**src/rtl/outqueue_pkt_tx.sv**
```systemverilog
// Pops {fivetuple, pkt_len} entries from a fallthrough info FIFO and sends each as one AXI-Stream frame (16-byte header + counting payload).
// Latency: first beat is valid one cycle after the pop strobe; one beat per accepted cycle.
// Backpressure: beat fields are held while tvalid & ~tready; tvalid never drops mid-frame; optional stats counters under `STAT_CNT_EN.
module outqueue_pkt_tx #(
    parameter int PKT_TUPLE_WIDTH = 104,
    parameter int C_DATA_WIDTH    = 64,
    parameter int MIN_LEN         = 64,
    parameter int MAX_LEN         = 1518
) (
    input  logic                          clk,
    input  logic                          resetn,
    input  logic                          tx_en,
    input  logic [PKT_TUPLE_WIDTH+15:0]   fifo_dout,
    input  logic                          fifo_empty,
    output logic                          fifo_rd_en,
    output logic [C_DATA_WIDTH-1:0]       m_axis_tdata,
    output logic [C_DATA_WIDTH/8-1:0]     m_axis_tkeep,
    output logic                          m_axis_tvalid,
    input  logic                          m_axis_tready,
    output logic                          m_axis_tlast,
    output logic [31:0]                   pkt_cnt,
    output logic [47:0]                   byte_cnt
);

    localparam logic [0:0]  ST_IDLE = 1'b0;
    localparam logic [0:0]  ST_SEND = 1'b1;
    localparam int          KW      = C_DATA_WIDTH / 8;
    localparam int          HDR_W   = PKT_TUPLE_WIDTH + 24;
    localparam int          HDR_B   = HDR_W / 8;
    localparam int          HB_AW   = $clog2(HDR_B);
    localparam logic [15:0] MIN_L   = 16'(MIN_LEN);
    localparam logic [15:0] MAX_L   = 16'(MAX_LEN);

    logic [0:0]                 state_q, state_d;
    logic [PKT_TUPLE_WIDTH-1:0] tuple_q, tuple_d;
    logic [15:0]                len_q, len_d;
    logic [7:0]                 beat_q, beat_d;
    logic [7:0]                 last_idx_q, last_idx_d;

    logic [15:0]                clamp_len;
    logic                       accept;
    logic                       last_beat;
    logic [HDR_W-1:0]           hdr;
    logic [7:0]                 hdr_b [HDR_B];
    logic [15:0]                k;

    // Pop only from IDLE; reset gates the strobe so nothing is lost while held in reset.
    assign fifo_rd_en    = (state_q == ST_IDLE) & ~fifo_empty & tx_en & resetn;
    assign m_axis_tvalid = (state_q == ST_SEND);
    assign last_beat     = (beat_q == last_idx_q);
    assign m_axis_tlast  = m_axis_tvalid & last_beat;
    assign accept        = m_axis_tvalid & m_axis_tready;
    assign hdr           = {tuple_q, 8'h00, len_q};

    // Clamp the requested length into the legal frame range.
    always_comb begin
        clamp_len = fifo_dout[15:0];
        if (fifo_dout[15:0] < MIN_L) begin
            clamp_len = MIN_L;
        end else if (fifo_dout[15:0] > MAX_L) begin
            clamp_len = MAX_L;
        end
    end

    // Split the header into bytes, MSB first, so frame byte j is hdr_b[j].
    always_comb begin
        for (int j = 0; j < HDR_B; j++) begin
            hdr_b[j] = hdr[HDR_W-1-8*j -: 8];
        end
    end

    // Assemble the current beat: header bytes, then payload byte = low 8 bits of its frame offset.
    always_comb begin
        m_axis_tdata = '0;
        m_axis_tkeep = '0;
        k            = '0;
        if (state_q == ST_SEND) begin
            for (int i = 0; i < KW; i++) begin
                k = 16'(beat_q) * 16'(KW) + 16'(i);
                if (k < 16'(HDR_B)) begin
                    m_axis_tdata[8*i +: 8] = hdr_b[k[HB_AW-1:0]];
                end else begin
                    m_axis_tdata[8*i +: 8] = k[7:0];
                end
                m_axis_tkeep[i] = (k < len_q);
            end
        end
    end

    // Frame sequencing: latch the entry on pop, advance one beat per accepted transfer.
    always_comb begin
        state_d    = state_q;
        tuple_d    = tuple_q;
        len_d      = len_q;
        beat_d     = beat_q;
        last_idx_d = last_idx_q;
        case (state_q)
            ST_IDLE: begin
                if (fifo_rd_en) begin
                    tuple_d    = fifo_dout[PKT_TUPLE_WIDTH+15:16];
                    len_d      = clamp_len;
                    beat_d     = 8'd0;
                    last_idx_d = 8'(((clamp_len + 16'd7) >> 3) - 16'd1);
                    state_d    = ST_SEND;
                end
            end
            default: begin
                if (accept) begin
                    if (last_beat) begin
                        state_d = ST_IDLE;
                    end else begin
                        beat_d = beat_q + 8'd1;
                    end
                end
            end
        endcase
    end

    // Frame state registers; reset drops any in-flight frame.
    always_ff @(posedge clk) begin
        if (!resetn) begin
            state_q    <= ST_IDLE;
            tuple_q    <= '0;
            len_q      <= '0;
            beat_q     <= '0;
            last_idx_q <= '0;
        end else begin
            state_q    <= state_d;
            tuple_q    <= tuple_d;
            len_q      <= len_d;
            beat_q     <= beat_d;
            last_idx_q <= last_idx_d;
        end
    end

`ifdef STAT_CNT_EN
    logic [31:0] pkt_cnt_q, pkt_cnt_d;
    logic [47:0] byte_cnt_q, byte_cnt_d;

    // Count a frame and its clamped length when its last beat is accepted; both wrap.
    always_comb begin
        pkt_cnt_d  = pkt_cnt_q;
        byte_cnt_d = byte_cnt_q;
        if (accept && last_beat) begin
            pkt_cnt_d  = pkt_cnt_q + 32'd1;
            byte_cnt_d = byte_cnt_q + 48'(len_q);
        end
    end

    // Statistics registers.
    always_ff @(posedge clk) begin
        if (!resetn) begin
            pkt_cnt_q  <= '0;
            byte_cnt_q <= '0;
        end else begin
            pkt_cnt_q  <= pkt_cnt_d;
            byte_cnt_q <= byte_cnt_d;
        end
    end

    assign pkt_cnt  = pkt_cnt_q;
    assign byte_cnt = byte_cnt_q;
`else
    assign pkt_cnt  = 32'd0;
    assign byte_cnt = 48'd0;
`endif

endmodule
```
**config.mk**
```make
export PLATFORM = sky130hd
export DESIGN_NAME = outqueue_pkt_tx
export DESIGN_NICKNAME = d
export VERILOG_FILES = /design/src/rtl/outqueue_pkt_tx.sv
export SDC_FILE = /design/constraint.sdc
export NUM_CORES = 1
export LEC_CHECK = 0
export ABC_AREA = 1
export CAP_MARGIN = 20
export CORE_ASPECT_RATIO = 0.7
export CORE_MARGIN = 5
export CORE_UTILIZATION = 40
export DETAILED_ROUTE_END_ITERATION = 10
export PLACE_DENSITY = 0.83
export REMOVE_ABC_BUFFERS = 1
export SLEW_MARGIN = 20
export SYNTH_ARGS = -nofsm -noshare
export SYNTH_HDL_FRONTEND = slang
export SYNTH_SLANG_ARGS = --single-unit
```
**constraint.sdc**
```tcl
create_clock -name clk -period 4.9 [get_ports clk]
set_input_delay 0.98 -clock clk [delete_from_list [all_inputs] [get_ports clk]]
set_output_delay 0.98 -clock clk [all_outputs]
set_load 0.01 [all_outputs]
```
# Word-level counts from Yosys, hierarchy flattened
# Index checks and enable logic that the tools add are counted.
[word_totals]
register_bits = 137
output_inout_bits = 155
inputBits = 125
latchBits = 0
n_memories = 0
ramBits = 0
romBits = 0
[op_classes]
n_addsub = 10
shift = 0
n_mux = 44
n_bitwise = 15
reduce_logical = 3
div = 0
n_eq_ne = 3
magnitude_cmp = 26
multipliers = 0
[ops]
columns = ["cell", "count"]
rows = [
  ["$bmux W8 S4", 8],
  ["$mux W8", 29],
  ["$lt A12 B16 Y1", 7],
  ["$lt A12 B5 Y1 const B", 7],
  ["$mux W64", 1],
  ["$add A11 B3 Y12 const B", 4],
  ["$ge A5 B5 Y1 const B", 8],
  ["$not A4 Y5", 8],
  ["$mux W16", 2],
  ["$add A11 B2 Y12 const B", 2],
  ["$gt A16 B11 Y1 const B", 1],
  ["$lt A11 B16 Y1", 1],
  ["$lt A16 B7 Y1 const B", 1],
  ["$add A11 B1 Y12 const B", 1],
  ["$add A11 B3 Y11 const B", 1],
  ["$lt A11 B5 Y1 const B", 1],
  ["$add A8 B1 Y8 const B", 1],
  ["$eq A8 B8 Y1", 1],
  ["$sub A8 B1 Y8 const B", 1],
  ["$and A1 B1 Y1", 5],
  ["$mux W1", 4],
  ["$reduce_and A3 Y1", 1],
  ["$ne A2 B1 Y1 const B", 1],
  ["$ne A2 B2 Y1 const B", 1],
  ["other kinds (3)", 4],
]

# Depth between registers and ports, before layout
# Gate-level depths: netlist of the first run.
[logic_depth]
word_depth = 7
ltp_mapped = 18
ltp_nobuf = 17

# Worst setup path before layout of the first run
# Ideal clock, no wire load.
[synth_path]
kind = "input to output"
startpoint = "in resetn"
endpoint = "out fifo_rd_en"
path_stages = 4
arrival_time_ps = 1834
n_path_buf = 2
slack_ps = 2086
path_cell_list = "clkinv_1 nor2_1 buf_2 buf_6"
[synth_between]
elab_chain_cells = 1
[synth_rtl]
columns = ["element", "line", "text"]
rows = [
  ["start, declared", "11", "input logic resetn,"],
  ["$and A1 B1 Y1", "48", "assign fifo_rd_en = (state_q == ST_IDLE) & ~fifo_empty & tx_en & resetn;"],
  ["end, declared", "15", "output logic fifo_rd_en,"],
]
# Every way passes these cells.

# Worst setup path in the final report of the first run
[layout_path]
startpoint = "reg beat_q[4]"
endpoint = "out m_axis_tdata[60]"
[layout_between]
elab_chain_cells = 4
[layout_rtl]
columns = ["element", "line", "text"]
rows = [
  ["start, declared", "37", "logic [7:0] beat_q, beat_d;"],
  ["start signal, assigned", "131", "beat_q <= beat_d;"],
  ["$add A11 B3 Y12", "79", "k = 16'(beat_q) * 16'(KW) + 16'(i);"],
  ["$lt A12 B5 Y1", "80", "if (k < 16'(HDR_B)) begin"],
  ["$mux W8", "80", ""],
  ["$mux W64", "77", "if (state_q == ST_SEND) begin"],
  ["end, declared", "16", "output logic [C_DATA_WIDTH-1:0] m_axis_tdata,"],
]
# Every way passes these cells.

==> results of run 1 <==
[power groups by stage]
stage	clock network, mW	registers [mW]	logic [mW]
2_1_floorplan	0	1.23	0.202
3_3_place_gp	0	1.23	0.410
3_5_place_dp	0	1.23	0.416
4_1_cts	1.27	1.21	0.418
5_1_grt	1.33	1.22	0.461
6_report	1.25	1.21	0.420
[layout make-up]
| cell class | instances | area share [%] |
|---|---|---|
| clock buffers | 18 | 4.631 |
| clock inverters | 14 | 1.451 |
| inverters | 96 | 3.799 |
| multi-input cells | 653 | 36.24 |
| flip-flops and latches | 137 | 28.96 |
| well taps | 231 | 3.047 |
| repair buffers | 210 | 21.87 |
[worst min-delay path, cell delays in order (launching register included)]
cell     delay (ns)
dfxtp_1        0.33
nand2_1        0.07
nor2_1         0.04
[state kept, by name, indices dropped and copies added, names as in the netlist]
register,cells
m_axis_tvalid,1
last_idx_q,8
tuple_q,104
len_q,16
beat_q,8
[placed cells by master, fill, tap and decap left out, types with 4 or more instances in the layout]
cell,n
a211oi_1,11
a21oi_1,81
a22o_1,66
buf_4,11
clkbuf_16,17
clkdlybuf4s50_1,199
clkinvlp_4,4
conb_1,80
dfxtp_1,136
ha_1,11
inv_1,91
inv_6,5
nand2_1,142
nand3_1,18
nand4_1,10
nor2_1,81
nor2_2,4
nor3_1,9
o21ai_0,90
o21ai_1,4
o22ai_1,7
xnor2_1,5
xor2_1,4
[cell families after synthesis]
logic type | after synthesis
AO/OA/AOI/OAI | 268
adder cells (fa/ha/maj) | 11
other | 1
XOR/XNOR | 9
buffers and inverters | 224
flip-flops | 137
AND/OR/NAND/NOR | 285
[per-stage QoR]
stage               instance area [um^2]  hold WS [ns]  total power [mW]
finish                              9484        0.4701             2.880
global route                        9484        0.4922             3.006
CTS                                 9484        0.4678             2.898
detailed placement                  8907        0.4544             1.651
global placement                    8907        0.4533             1.644
floorplan                           6525        0.4318             1.435
[cell usage after synthesis (all sizes together)]
cell	n	area, um^2
nor4	2	12.51
nand4	12	96.34
ha	11	137.6
clkbuf	42	157.7
xor2	4	35.03
o21ai	94	470.5
o32ai	2	17.52
nor3	10	61.31
a211oi	11	82.58
o41ai	1	8.760
dfxtp	137	2743
nand2	146	563.0
and3	1	6.260
o22ai	7	43.79
inv	94	352.8
a22oi	2	15.01
a21oi	83	430.4
clkinv	2	7.510
or4	1	7.510
nand3	21	120.1
buf	86	649.4
nand3b	3	22.52
or2	1	6.260
a21boi	1	7.510
o21a	1	7.510
nor2	88	347.8
xnor2	5	43.79
a22o	66	578.1
conb	1	3.750
[how the worst max path moves through the flow]
stage / endpoint / slack, ns / cells after the start
finish: m_axis_tdata[60] / 0.68 / 6
CTS: m_axis_tdata[60] / 0.69 / 6
floorplan: len_q[0]$_SDFFE_PN0P_ / -4.64 / 5
detailed placement: fifo_rd_en / 1.12 / 6
global route: m_axis_tdata[19] / 0.40 / 7
global placement: fifo_rd_en / 1.10 / 6
[layer usage]
metal  routed length, um  up-vias
met5                   0        -
li1                    -     3340
met1                9665     3094
met4                 146        0
met3                2375       15
met2                9709      355
==> run_results.csv, run 1 <==
group,metric,value,unit
route,drt_iter0_markers,587,
cells_and_area,nNetsFinal,1251,
yosys,yosys.area_share.adder,1.956,%
setup_path,critPathTopFamily,"simple AND/OR/NAND/NOR gates",
setup_path,r2r-start,"m_axis_tvalid$_SDFF_PN0_",
clock_network,htree_levels,4,
route,num_vias,6804,
route,wirelength,21900,um
setup_path,critPathMaxFanout,18,
worst_hold_path,holdPathEnd,"len_q[14]$_SDFFE_PN0P_",
timing,setup_tns,0,ns
worst_hold_path,hold_start,"len_q[14]$_SDFFE_PN0P_",
route,first_pass_iters,6,
grt,first_global_vias,6320,
cells_and_area,utilization,55.09,%
power,clockPowerShare,43.3,%
power,seqPwrFrac,42.1,%
place,hpwl,16230,um
clock_network,cts_buffer_depth,2,
power,leakage,3.804,nW
power,sw_frac_of_total,27.29,%
setup_path,worst-path-buf-inv,2,
floorplan,rows,40,
setup_path,slowest_delay,0.61,ns
timing,rsz0062_at_grt,"no",
power,irDropWorstVdd,0.0002220,V
clock_network,cts_setup_buffers,0,
setup_path,critPathKind,"flop to output pin",
yosys,synth_top_family_by_area,"compound AO/OA/AOI/OAI gates",
timing,finalCritPeriodShare,86.11,%
grt,antenna_found_initial,0,
power,p_per_area,303.6,nW/um^2
setup_path,end_kind,"output pin",
route,viasPerCell,5.007,
grt,grt_max_degree,63,
clock_network,cts_resized,0,
clock_network,insertion_delay,0.41,ns
grt,grt.total_usage,20.34,%
floorplan,coreArea,17220,um^2
timing,finClkSkew,0.01388,ns
floorplan,die_area,20380,um^2
yosys,synthMuxAreaShare,0,%
yosys,synth.ff_latch_count,137,
setup_path,start_kind,"flop",
cells_and_area,final-seq-area,2746,um^2
setup_path,reg2reg_depth,10,
cells_and_area,fill_cells,1630,
clock_network,ctsHoldBuffers,0,
grt,grt-ovfl-total,0,
power,p_sw,785.9,uW
yosys,syn-instance-count,935,
setup_path,cp_slowest_cell,"clkdlybuf4s50_1",
route,drc,0,
floorplan,die_x,168.5,um
setup_path,cp.arrival,3.24,ns
cells_and_area,finalNonFillerCells,1359,
place,routabilityCongestion,0.8973,
floorplan,initial_core_util,40.86,%
setup_path,r2r_setup_slack,2.29,ns
clock_network,clk_pin_slew,0.06,ns
power,p_int,2.094,mW
timing,max-slew-margin-rel,41.09,%
setup_path,crit_chain,"nor2_1 > nand4_1 > inv_1 > nand2_1 > o21ai_0 > clkdlybuf4s50_1",
clock_network,cts_tree,"yes",
power,p_comb_share,14.6,%
floorplan,die_h,121.0,um
yosys,synth_compound_area_share,23.62,%
worst_hold_path,min_path_cells,2,
cells_and_area,area_growth,34.80,%
cells_and_area,diodes,0,
route,ant_nets,0,
job,cap_violations,0,
yosys,ys_seq_area_share,38.98,%
floorplan,num_io_pins,280,
grt,use_met2,31.44,%
setup_path,crit_path_start,"beat_q[4]$_SDFFE_PN0P_",
cells_and_area,multi_input_area,3437,um^2
grt,use_met3,6.285,%
run_status,status,"complete, no violations",
clock_network,cts_inserted_buffers,17,
clock_network,root_buffer,"clkbuf_16",
setup_path,worst_r2r_endpoint,"beat_q[2]$_SDFFE_PN0P_",
place,detailedPlace.worstSlack,1.123,ns
yosys,yosysWarnings,0,
route,drt-wirelength-per-cell,16.11,um
setup_path,cp.required,3.92,ns
grt,grt_busiest_layer,"met2",
timing,setup_viol,0,
timing,max_freq,237.0,MHz
timing,setup_ws,0.6804,ns
timing,finalHoldViolCount,0,
timing,final_max_slew_viol_count,0,
timing,tightest_slew,0.8827,ns
yosys,yosys.area_share.simple,17.68,%
yosys,synth_area,7035,um^2
yosys,avgSynthCellArea,7.525,um^2
yosys,synth_cell_types,45,
clock_network,clock-sinks,137,
cells_and_area,drive_above_1_share,5.940,%
worst_hold_path,hp-class,"flop to flop",
timing,min_period,4.220,ns
grt,grt_use_met1,28.35,%
place,placement.io_buffers,199,
place,dp.cells,1327,
grt,grt_pass1_wl,33650,um
yosys,synth_xor_area_share,1.120,%
Power figures use the tool's default switching activity.
==> run 2, diff against run 1 <==
CORE_MARGIN = unset   (was 5)
SETUP_SLACK_MARGIN = 0.05   (was unset)
==> run 2 against run 1 <==
  * Core utilization up 0.26 points
  * Sequential cell count unchanged
  * Sequential power about the same
  * Global-route usage up 1.8 points
  * Clock skew down 0.0020 ns
  * Die area down 11%
==> run_results.csv, run 2 (synthesis results as in run 1) <==
group,metric,value,unit
run_status,status,"complete, no violations",
cells_and_area,utilization,55.35,%
timing,min_period,4.323,ns
floorplan,die_x,160.5,um
cells_and_area,top_regs,"tuple_q x104, len_q x16",
floorplan,coreArea,17170,um^2
cells_and_area,fill_cells,1589,
route,maxUsedRoutingLayer,"met4",
cells_and_area,final_common_cell,"clkdlybuf4s50_1",
clock_network,cts_tree,"yes",
route,drc,0,
clock_network,cts_buffer_depth,2,
route,first_pass_iters,6,
place,placement.io_buffers,199,
setup_path,r2r-start,"m_axis_tvalid$_SDFF_PN0_",
timing,max-slew-margin-rel,42.00,%
grt,grt.total_usage,22.14,%
setup_path,cp.arrival,3.34,ns
timing,final_max_slew_viol_count,0,
job,cap_violations,0,
cells_and_area,final_cell_mix,"clkdlybuf4s50_1 (199), nand2_1 (142), dfxtp_1 (136)",
route,viasPerCell,4.978,
timing,tightest_slew,0.8691,ns
route,drt-wirelength-per-cell,14.99,um
clock_network,clk_pin_slew,0.06,ns
setup_path,end_kind,"output pin",
power,leakage,3.809,nW
cells_and_area,multi_input_area,3437,um^2
cells_and_area,finalNonFillerCells,1356,
grt,first_global_vias,6272,
grt,grt_max_degree,75,
timing,finalCritPeriodShare,88.22,%
clock_network,htree_levels,4,
place,routabilityCongestion,0.8841,
grt,grt-ovfl-total,0,
place,hpwl,14540,um
clock_network,clock-sinks,137,
timing,rsz0062_at_grt,"no",
worst_hold_path,hp-class,"flop to flop",
clock_network,ctsHoldBuffers,0,
route,num_vias,6750,
grt,grt_pass1_wl,32070,um
timing,finClkSkew,0.01188,ns
timing,setup_viol,0,
setup_path,critPathKind,"flop to output pin",
timing,finalHoldViolCount,0,
route,ant_nets,0,
cells_and_area,area_growth,35.05,%
clock_network,root_buffer,"clkbuf_16",
setup_path,crit_path_start,"beat_q[4]$_SDFFE_PN0P_",
cells_and_area,drive_above_1_share,5.605,%
place,dp.cells,1323,
clock_network,cts_inserted_buffers,17,
setup_path,cp.required,3.92,ns
floorplan,initial_core_util,40.98,%
route,wirelength,20320,um
clock_network,cts_setup_buffers,0,
timing,setup_tns,0,ns
route,dr_wl_met2,8758,um
route,wl_met1,9425,um
power,irDropWorstVdd,0.0002243,V
route,route.met3.wl,1929,um
setup_path,start_kind,"flop",
route,drt_iter0_markers,534,
floorplan,rows,40,
cells_and_area,nNetsFinal,1247,
cells_and_area,regMostFlops,"tuple_q",
power,p_per_area,313.6,nW/um^2
clock_network,cts_resized,0,
floorplan,die_area,18130,um^2
setup_path,critPathMaxFanout,18,
clock_network,insertion_delay,0.41,ns
timing,max_freq,231.3,MHz
worst_hold_path,hold_start,"len_q[14]$_SDFFE_PN0P_",
cells_and_area,largest_reg_flops,104,
floorplan,num_io_pins,280,
cells_and_area,final-seq-area,2746,um^2
power,power,2.980,mW
grt,antenna_found_initial,0,
floorplan,die_h,113.0,um
## run 2: layer usage
layer	GRT usage (%)	vias to the layer above
met5	0	-
met3	6.818	24
met4	6.032	0
met1	30.45	3109
li1	-	3327
met2	33.36	290
## run 2: stage by stage
| stage | cell area [um^2] | worst slack, ns | hold WS [ns] |
|---|---|---|---|
| 3_5_place_dp | 8877 | 1.050 | 0.4554 |
| 2_1_floorplan | 6525 | -4.642 | 0.4318 |
| 5_1_grt | 9499 | 0.3750 | 0.4853 |
| 6_report | 9502 | 0.5774 | 0.4654 |
| 3_3_place_gp | 8877 | 1.079 | 0.4527 |
| 4_1_cts | 9499 | 0.6130 | 0.4643 |
## run 2: cell type report
| type | count | area share [%] |
|---|---|---|
| multi-input combinational | 653 | 36.17 |
| antenna | 1 | 0.02634 |
| timing repair buffer | 206 | 21.52 |
| inverter | 96 | 3.792 |
| tap | 231 | 3.042 |
| sequential | 137 | 28.90 |
| clock inverter | 14 | 1.923 |
| clock buffer | 18 | 4.622 |
## run 2: final timing paths
| kind | to | slack [ns] | cells past startpoint |
|---|---|---|---|
| max | m_axis_tdata[60] | 0.58 | 6 |
| min | len_q[14]$_SDFFE_PN0P_ | 0.47 | 2 |
| max reg2reg | tuple_q[57]$_SDFFE_PN0P_ | 2.17 | 7 |
| min reg2reg | len_q[14]$_SDFFE_PN0P_ | 0.47 | 2 |
## run 2: where the power goes
group / internal (mW) / total [mW] / switching (mW)
logic: 0.193 / 0.406 / 0.213
clock network: 0.829 / 1.36 / 0.527
registers: 1.17 / 1.22 / 0.0447
total: 2.20 / 2.98 / 0.784
## run 2: worst max-delay path, cell delays in order (launching register included)
cell	delay (ns)
dfxtp_1	0.51
nor2_1	0.18
nand4_1	0.37
inv_1	0.28
nand2_1	0.53
o21ai_0	0.47
clkdlybuf4s50_1	0.60
